--- config.mk ---
export PLATFORM = sky130hd
export DESIGN_NAME = alu_muldiv
export DESIGN_NICKNAME = d
export VERILOG_FILES = /design/src/rtl/alu_muldiv_pkg.sv /design/src/rtl/alu_muldiv_div_core.sv /design/src/rtl/alu_muldiv.sv
export SDC_FILE = /design/constraint.sdc
export NUM_CORES = 2
export LEC_CHECK = 0
export CORE_UTILIZATION = 29
export DETAILED_ROUTE_END_ITERATION = 10
export SYNTH_ARGS = -nofsm -noshare
export SYNTH_HDL_FRONTEND = slang
export SYNTH_SLANG_ARGS = --single-unit
--- constraint.sdc ---
create_clock -name clk -period 18.9 [get_ports clk]
set_input_delay 2.835 -clock clk [delete_from_list [all_inputs] [get_ports clk]]
set_output_delay 2.835 -clock clk [all_outputs]
set_load 0.01 [all_outputs]
--- src/rtl/alu_muldiv_pkg.sv ---
// Shared types for the iterative multiply/divide unit.
// common holds machine-wide constants, pipes holds execute-stage types.
package common;

    localparam int MULDIV_ITERS = 64;

    typedef logic [63:0] word_t;

    function automatic word_t sext32(input logic [31:0] x);
        return {{32{x[31]}}, x};
    endfunction

endpackage

package pipes;

    typedef enum logic [3:0] {
        OP_MUL,
        OP_MULW,
        OP_DIV,
        OP_DIVU,
        OP_REM,
        OP_REMU,
        OP_DIVW,
        OP_DIVUW,
        OP_REMW,
        OP_REMUW
    } muldiv_op_t;

    typedef enum logic [1:0] {
        IDLE,
        MUL,
        DIV,
        DONE
    } muldiv_state_t;

    typedef struct packed {
        logic is_mul;
        logic is_w;
        logic is_sgn;
        logic is_rem;
    } muldiv_dec_t;

    function automatic muldiv_dec_t muldiv_decode(input muldiv_op_t op);
        muldiv_dec_t d;
        d.is_mul = op inside {OP_MUL, OP_MULW};
        d.is_w   = op inside {OP_MULW, OP_DIVW, OP_DIVUW, OP_REMW, OP_REMUW};
        d.is_sgn = op inside {OP_MULW, OP_DIV, OP_REM, OP_DIVW, OP_REMW};
        d.is_rem = op inside {OP_REM, OP_REMU, OP_REMW, OP_REMUW};
        return d;
    endfunction

endpackage

--- src/rtl/alu_muldiv_div_core.sv ---
// Restoring radix-2 divider on unsigned magnitudes, one step per cycle.
// The subtraction is done by the shared adder in the parent.
module div_core
    import common::*;
(
    input  logic        clk,
    input  logic        reset,
    input  logic        load,
    input  logic        step,
    input  word_t       dividend,
    input  word_t       divisor,
    input  logic [65:0] diff,
    output logic [64:0] rs,
    output word_t       d,
    output word_t       q_next,
    output word_t       r_next
);

    word_t q_q;
    word_t r_q;
    word_t d_q;
    logic  ge;
    logic  unused_diff;

    // Trial step: shift the next dividend bit in, keep the difference if
    // it did not borrow, otherwise restore the shifted remainder.
    always_comb begin
        rs          = {r_q, q_q[63]};
        d           = d_q;
        ge          = ~diff[65];
        q_next      = {q_q[62:0], ge};
        r_next      = ge ? diff[63:0] : rs[63:0];
        unused_diff = diff[64];
    end

    // Quotient/remainder/divisor registers.
    always_ff @(posedge clk) begin
        if (!reset) begin
            q_q <= '0;
            r_q <= '0;
            d_q <= '0;
        end else if (load) begin
            q_q <= dividend;
            r_q <= '0;
            d_q <= divisor;
        end else if (step) begin
            q_q <= q_next;
            r_q <= r_next;
        end
    end

endmodule

--- src/rtl/alu_muldiv.sv ---
// Iterative 64-bit multiply/divide unit for the execute stage.
// Shift-add multiply and FSM live here; division steps live in div_core.
module alu_muldiv
    import common::*;
    import pipes::*;
(
    input  logic       clk,
    input  logic       reset,
    input  logic       valid,
    input  muldiv_op_t op,
    input  word_t      srca,
    input  word_t      srcb,
    input  logic       flush,
    output logic       ready,
    output logic       done,
    output word_t      result
);

    localparam int            CW   = $clog2(MULDIV_ITERS);
    localparam logic [CW-1:0] LAST = CW'(MULDIV_ITERS - 1);

    muldiv_state_t state_q;
    muldiv_state_t state_d;
    logic [CW-1:0] cnt_q;
    word_t         acc_q;
    word_t         mcand_q;
    word_t         mplier_q;
    logic          w_q;
    logic          rem_q;
    logic          negq_q;
    logic          negr_q;

    muldiv_dec_t   dec;
    word_t         a_ext;
    word_t         b_ext;
    word_t         a_mag;
    word_t         b_mag;
    word_t         min_neg;
    word_t         bypass_res;
    logic          sa;
    logic          sb;
    logic          div_zero;
    logic          div_ovf;
    logic          accept;
    logic          last;
    logic          enter_done;

    logic [65:0]   add_x;
    logic [65:0]   add_y;
    logic [65:0]   add_sum;
    logic          add_cin;

    logic [64:0]   div_rs;
    word_t         div_d;
    word_t         div_q_next;
    word_t         div_r_next;
    word_t         q_fin;
    word_t         r_fin;
    word_t         iter_res;

    // Operand extension, magnitudes and the single-cycle special cases.
    always_comb begin
        dec   = muldiv_decode(op);
        a_ext = srca;
        b_ext = srcb;
        if (dec.is_w) begin
            a_ext = dec.is_sgn ? sext32(srca[31:0]) : {32'b0, srca[31:0]};
            b_ext = dec.is_sgn ? sext32(srcb[31:0]) : {32'b0, srcb[31:0]};
        end
        sa       = dec.is_sgn & a_ext[63];
        sb       = dec.is_sgn & b_ext[63];
        a_mag    = sa ? -a_ext : a_ext;
        b_mag    = sb ? -b_ext : b_ext;
        min_neg  = dec.is_w ? 64'hFFFF_FFFF_8000_0000
                            : 64'h8000_0000_0000_0000;
        div_zero = ~dec.is_mul & (b_ext == '0);
        div_ovf  = ~dec.is_mul & dec.is_sgn
                 & (a_ext == min_neg) & (b_ext == '1);
        if (div_zero) begin
            bypass_res = dec.is_rem ? a_ext : '1;
        end else begin
            bypass_res = dec.is_rem ? '0 : a_ext;
        end
        if (dec.is_w) begin
            bypass_res = sext32(bypass_res[31:0]);
        end
    end

    assign accept = (state_q == IDLE) & valid & ~flush;
    assign last   = (cnt_q == LAST);

    // Next-state logic; flush overrides every other transition.
    always_comb begin
        state_d = state_q;
        case (state_q)
            IDLE: begin
                if (accept) begin
                    if (dec.is_mul) begin
                        state_d = MUL;
                    end else if (div_zero | div_ovf) begin
                        state_d = DONE;
                    end else begin
                        state_d = DIV;
                    end
                end
            end
            MUL, DIV: begin
                if (last) begin
                    state_d = DONE;
                end
            end
            DONE: begin
                state_d = IDLE;
            end
            default: begin
                state_d = IDLE;
            end
        endcase
        if (flush) begin
            state_d = IDLE;
        end
    end

    assign enter_done = (state_d == DONE) & (state_q != DONE);

    // State register.
    always_ff @(posedge clk) begin
        if (!reset) begin
            state_q <= IDLE;
        end else begin
            state_q <= state_d;
        end
    end

    // Iteration counter, running only while multiplying or dividing.
    always_ff @(posedge clk) begin
        if (!reset) begin
            cnt_q <= '0;
        end else if (flush || !(state_q == MUL || state_q == DIV)) begin
            cnt_q <= '0;
        end else begin
            cnt_q <= cnt_q + 1'b1;
        end
    end

    // The one wide adder: accumulate in MUL, trial-subtract in DIV.
    always_comb begin
        add_x   = {2'b0, acc_q};
        add_y   = mplier_q[0] ? {2'b0, mcand_q} : '0;
        add_cin = 1'b0;
        if (state_q == DIV) begin
            add_x   = {1'b0, div_rs};
            add_y   = ~{2'b0, div_d};
            add_cin = 1'b1;
        end
        add_sum = add_x + add_y + {65'b0, add_cin};
    end

    // Shift-add multiplier registers.
    always_ff @(posedge clk) begin
        if (!reset) begin
            acc_q    <= '0;
            mcand_q  <= '0;
            mplier_q <= '0;
        end else if (accept) begin
            acc_q    <= '0;
            mcand_q  <= a_ext;
            mplier_q <= b_ext;
        end else if (state_q == MUL) begin
            acc_q    <= add_sum[63:0];
            mcand_q  <= {mcand_q[62:0], 1'b0};
            mplier_q <= {1'b0, mplier_q[63:1]};
        end
    end

    // Per-operation result shaping captured at accept.
    always_ff @(posedge clk) begin
        if (!reset) begin
            w_q    <= 1'b0;
            rem_q  <= 1'b0;
            negq_q <= 1'b0;
            negr_q <= 1'b0;
        end else if (accept) begin
            w_q    <= dec.is_w;
            rem_q  <= dec.is_rem;
            negq_q <= sa ^ sb;
            negr_q <= sa;
        end
    end

    div_core u_div (
        .clk      (clk),
        .reset    (reset),
        .load     (accept),
        .step     (state_q == DIV),
        .dividend (a_mag),
        .divisor  (b_mag),
        .diff     (add_sum),
        .rs       (div_rs),
        .d        (div_d),
        .q_next   (div_q_next),
        .r_next   (div_r_next)
    );

    // Final-iteration result with signs and W narrowing applied.
    always_comb begin
        q_fin = negq_q ? -div_q_next : div_q_next;
        r_fin = negr_q ? -div_r_next : div_r_next;
        if (state_q == MUL) begin
            iter_res = add_sum[63:0];
        end else begin
            iter_res = rem_q ? r_fin : q_fin;
        end
        if (w_q) begin
            iter_res = sext32(iter_res[31:0]);
        end
    end

    // Result register, loaded only on the edge that enters DONE.
    always_ff @(posedge clk) begin
        if (!reset) begin
            result <= '0;
        end else if (enter_done) begin
            result <= (state_q == IDLE) ? bypass_res : iter_res;
        end
    end

    assign ready = (state_q == IDLE);
    assign done  = (state_q == DONE);

endmodule

==> results_dict.tcl <==
set metrics [dict create \
    setup_ws_ns 8.468 \
    synth_top_family_by_area "compound AO/OA/AOI/OAI gates" \
    placed_area_um2 38470 \
    routed_via_density 5.982 \
    cp-end-kind "flip-flop" \
    portBuffers 201 \
    synth_commonest_cells "588 x nor2_1, 460 x dfxtp_1, 441 x nand2_1" \
    avgRoutedWirePerCell_um 25.50 \
    wl_mm 161.5 \
    critPathKind "reg2reg" \
    dp_worst_setup_slack_ns 8.866 \
    synth_edf_count 0 \
    cts_max_level 2 \
    synth-seq-cells 460 \
    ctsLongestPathBuffers 3 \
    slowest_delay_ns 0.85 \
    ant_nets 0 \
    rsz0062_at_grt "false" \
    synthMostInstantiatedCell "nor2_1" \
    startpoint_type "flip-flop" \
    hold_viol_final 0 \
    die_h_um 350.5 \
    powerDensity_nw_per_um2 71.52 \
    cts.hold.buffers_added 0 \
    status "complete, no violations" \
    yosys.area.top_type "dfxtp_1" \
    die_w_um 350.5 \
    cts-root-buf "clkbuf_16" \
    final-setup-viol-count 0 \
    synth_fp_nets 4932 \
    synth_cells 4721 \
    fin_crit_ns 10.43 \
    grt_pass1_vias 34971 \
    yosys.area_share.adder 0.02736 \
    post_cts_buffers 0 \
    required_ns 19.47 \
    synth_warnings 0 \
    async_flop_share 0 \
    slew_viol_final 0 \
    synth_flop_cell "dfxtp_1" \
    leakagePower_nw 13.76 \
    peakVddDrop_mv 0.06857 \
    power_mw 2.875 \
    slew_headroom 0.08603 \
    fin_tns_setup_ns 0 \
    grt-ovfl-total 0 \
    grt_usage 0.2539 \
    dp_hpwl_mm 121.7 \
    worstSkewPairLatency_ns 0.67 \
    synth_xor_area_frac 0.06566 \
    clk_pin_slew_ns 0.06 \
    synth-simple-area-share 0.2231 \
    pin_count 202 \
    worst-slew-pin-transition_ns 1.363 \
    rows 127 \
    arrival_ns 11.00 \
    min_period_over_period 0.5520 \
    clock.fmax_ghz 0.09586 \
    syn-cell-area_um2 35210 \
    finalClockSkew_ns 0.02260 \
    dieArea_um2 122800 \
    path_max_fanout 69 \
    antenna_found_initial 14 \
    via_count 37881 \
    synthTopCellsByArea "dfxtp_1 26%, a211oi_1 7.7%, mux2i_1 6.8%" \
    hold_class "reg2reg" \
    cap_violations 0 \
    cts_tree "yes" \
    drt-initial-drc-count 4383 \
    fin_nets 4886 \
    grt_pass1_wl_mm 236.7 \
    synthMuxAreaShare 0.09061 \
    initial_core_util 0.2931 \
    route.detailed.drc 0 \
    seq_area_frac_synth 0.2615 \
    synth_area_per_cell_um2 7.459 \
    cp_common_cell "o21ai_0" \
    netlist.area_leader.share 0.2615 \
    cts_buffers 53 \
    synthToLayoutAreaGrowth_pct 14.17 \
    grt_max_degree 214 \
    drive_above_1_share 0.07102 \
    drt_pre_antenna_iters 6 \
    slowest_stage "nor4_1" \
    synth_compound_area_frac 0.2841 \
    place.gp.congestion 1.037 \
    cts.sinks 460 \
    core_um2 120100 \
    ys_types 110 \
    cts_resized 0 \
    stdcell_area_um2 40200 \
]
==> cell families (layout without fill, tap and decap cells) <==
| kind of cell | after synthesis | after routing |
|---|---|---|
| adders and majority gates | 76 | 76 |
| buffers and inverters | 419 | 415 |
| xor gates and xnor gates | 264 | 264 |
| muxes | 310 | 310 |
| DFF | 460 | 460 |
| and+or+nand+nor | 1675 | 1675 |
| AOI/OAI and AO/OA | 1517 | 1517 |
| other | 0 | 3 |
==> layer usage <==
metal / vias up / wire length (um) / track usage
li1: 17362 / - / -
met1: 18163 / 70330 / 0.3559
met2: 1980 / 67250 / 0.3761
met3: 358 / 16380 / 0.05052
met4: 18 / 7398 / 0.1032
met5: - / 108 / 0
==> where the power goes <==
group	total, mW	internal, mW	switching (mW)
clock	1.06	0.584	0.476
sequential	1.09	1.02	0.0661
combinational	0.725	0.248	0.477
total	2.88	1.86	1.02
==> critical path: cells and delay by family (launching register included) <==
family          cells  cell delay (ns)
simple gates        8             3.20
mux                 1             0.35
xor+xnor            1             0.17
flops               1             0.38
fa+ha+maj           3             1.51
buf+inv             5             2.23
compound gates     10             2.43
==> through the flow <==
stage | hold WS (ns) | instances | utilization
finish | 0.4534 | 6332 | 0.3347
global route | 0.4774 | 6329 | 0.3346
CTS | 0.4570 | 6329 | 0.3346
detailed placement | 0.4457 | 6232 | 0.3202
global placement | 0.4429 | 6231 | 0.3201
floorplan | 0.4283 | 4721 | -
==> path summary, 6_finish.rpt <==
check	from	endpoint	slack (ns)	cells after the start
worst max-delay path	state_q[0]$_SDFF_PN0_	result[58]$_SDFFE_PN0P_	8.47	28
worst min-delay path	result[28]$_SDFFE_PN0P_	result[28]$_SDFFE_PN0P_	0.45	2
worst max register to register	state_q[0]$_SDFF_PN0_	result[58]$_SDFFE_PN0P_	8.47	28
worst min register to register	result[28]$_SDFFE_PN0P_	result[28]$_SDFFE_PN0P_	0.45	2
==> state kept, by name, summed over array words and instances (netlist names) <==
signal	flops
acc_q	64
cnt_q	6
mcand_q	64
mplier_q	64
negq_q	1
negr_q	1
rem_q	1
result	64
state_q	2
u_div.d	64
u_div.q_q	64
u_div.r_q	64
w_q	1
==> cell type report <==
| type | instances | area (um2) |
|---|---|---|
| clock inverter | 22 | 229.0 |
| tap | 1612 | 2017 |
| inverter | 39 | 155.1 |
| fill | 12963 | 79930 |
| timing repair buffer | 279 | 2621 |
| multi-input combinational | 3842 | 24460 |
| clock buffer | 75 | 1499 |
| antenna | 3 | 7.507 |
| sequential | 460 | 9216 |
==> cells in the final DEF (no fill, tap or decap), types with 42 or more instances in the layout <==
cell             instances
nor2_1                 585
dfxtp_1                456
nand2_1                440
a21oi_1                377
a211oi_1               362
o21ai_0                314
mux2i_1                240
clkdlybuf4s50_1        200
nand3_1                147
xnor2_1                135
xor2_1                 129
nor3_1                  99
buf_4                   75
mux2_2                  70
ha_1                    70
o31ai_1                 66
nand4_1                 63
or3_1                   61
o211ai_1                55
clkbuf_16               53
nor4_1                  48
nor2b_1                 44
a31oi_1                 42
(Power assumes the default switching activity.)
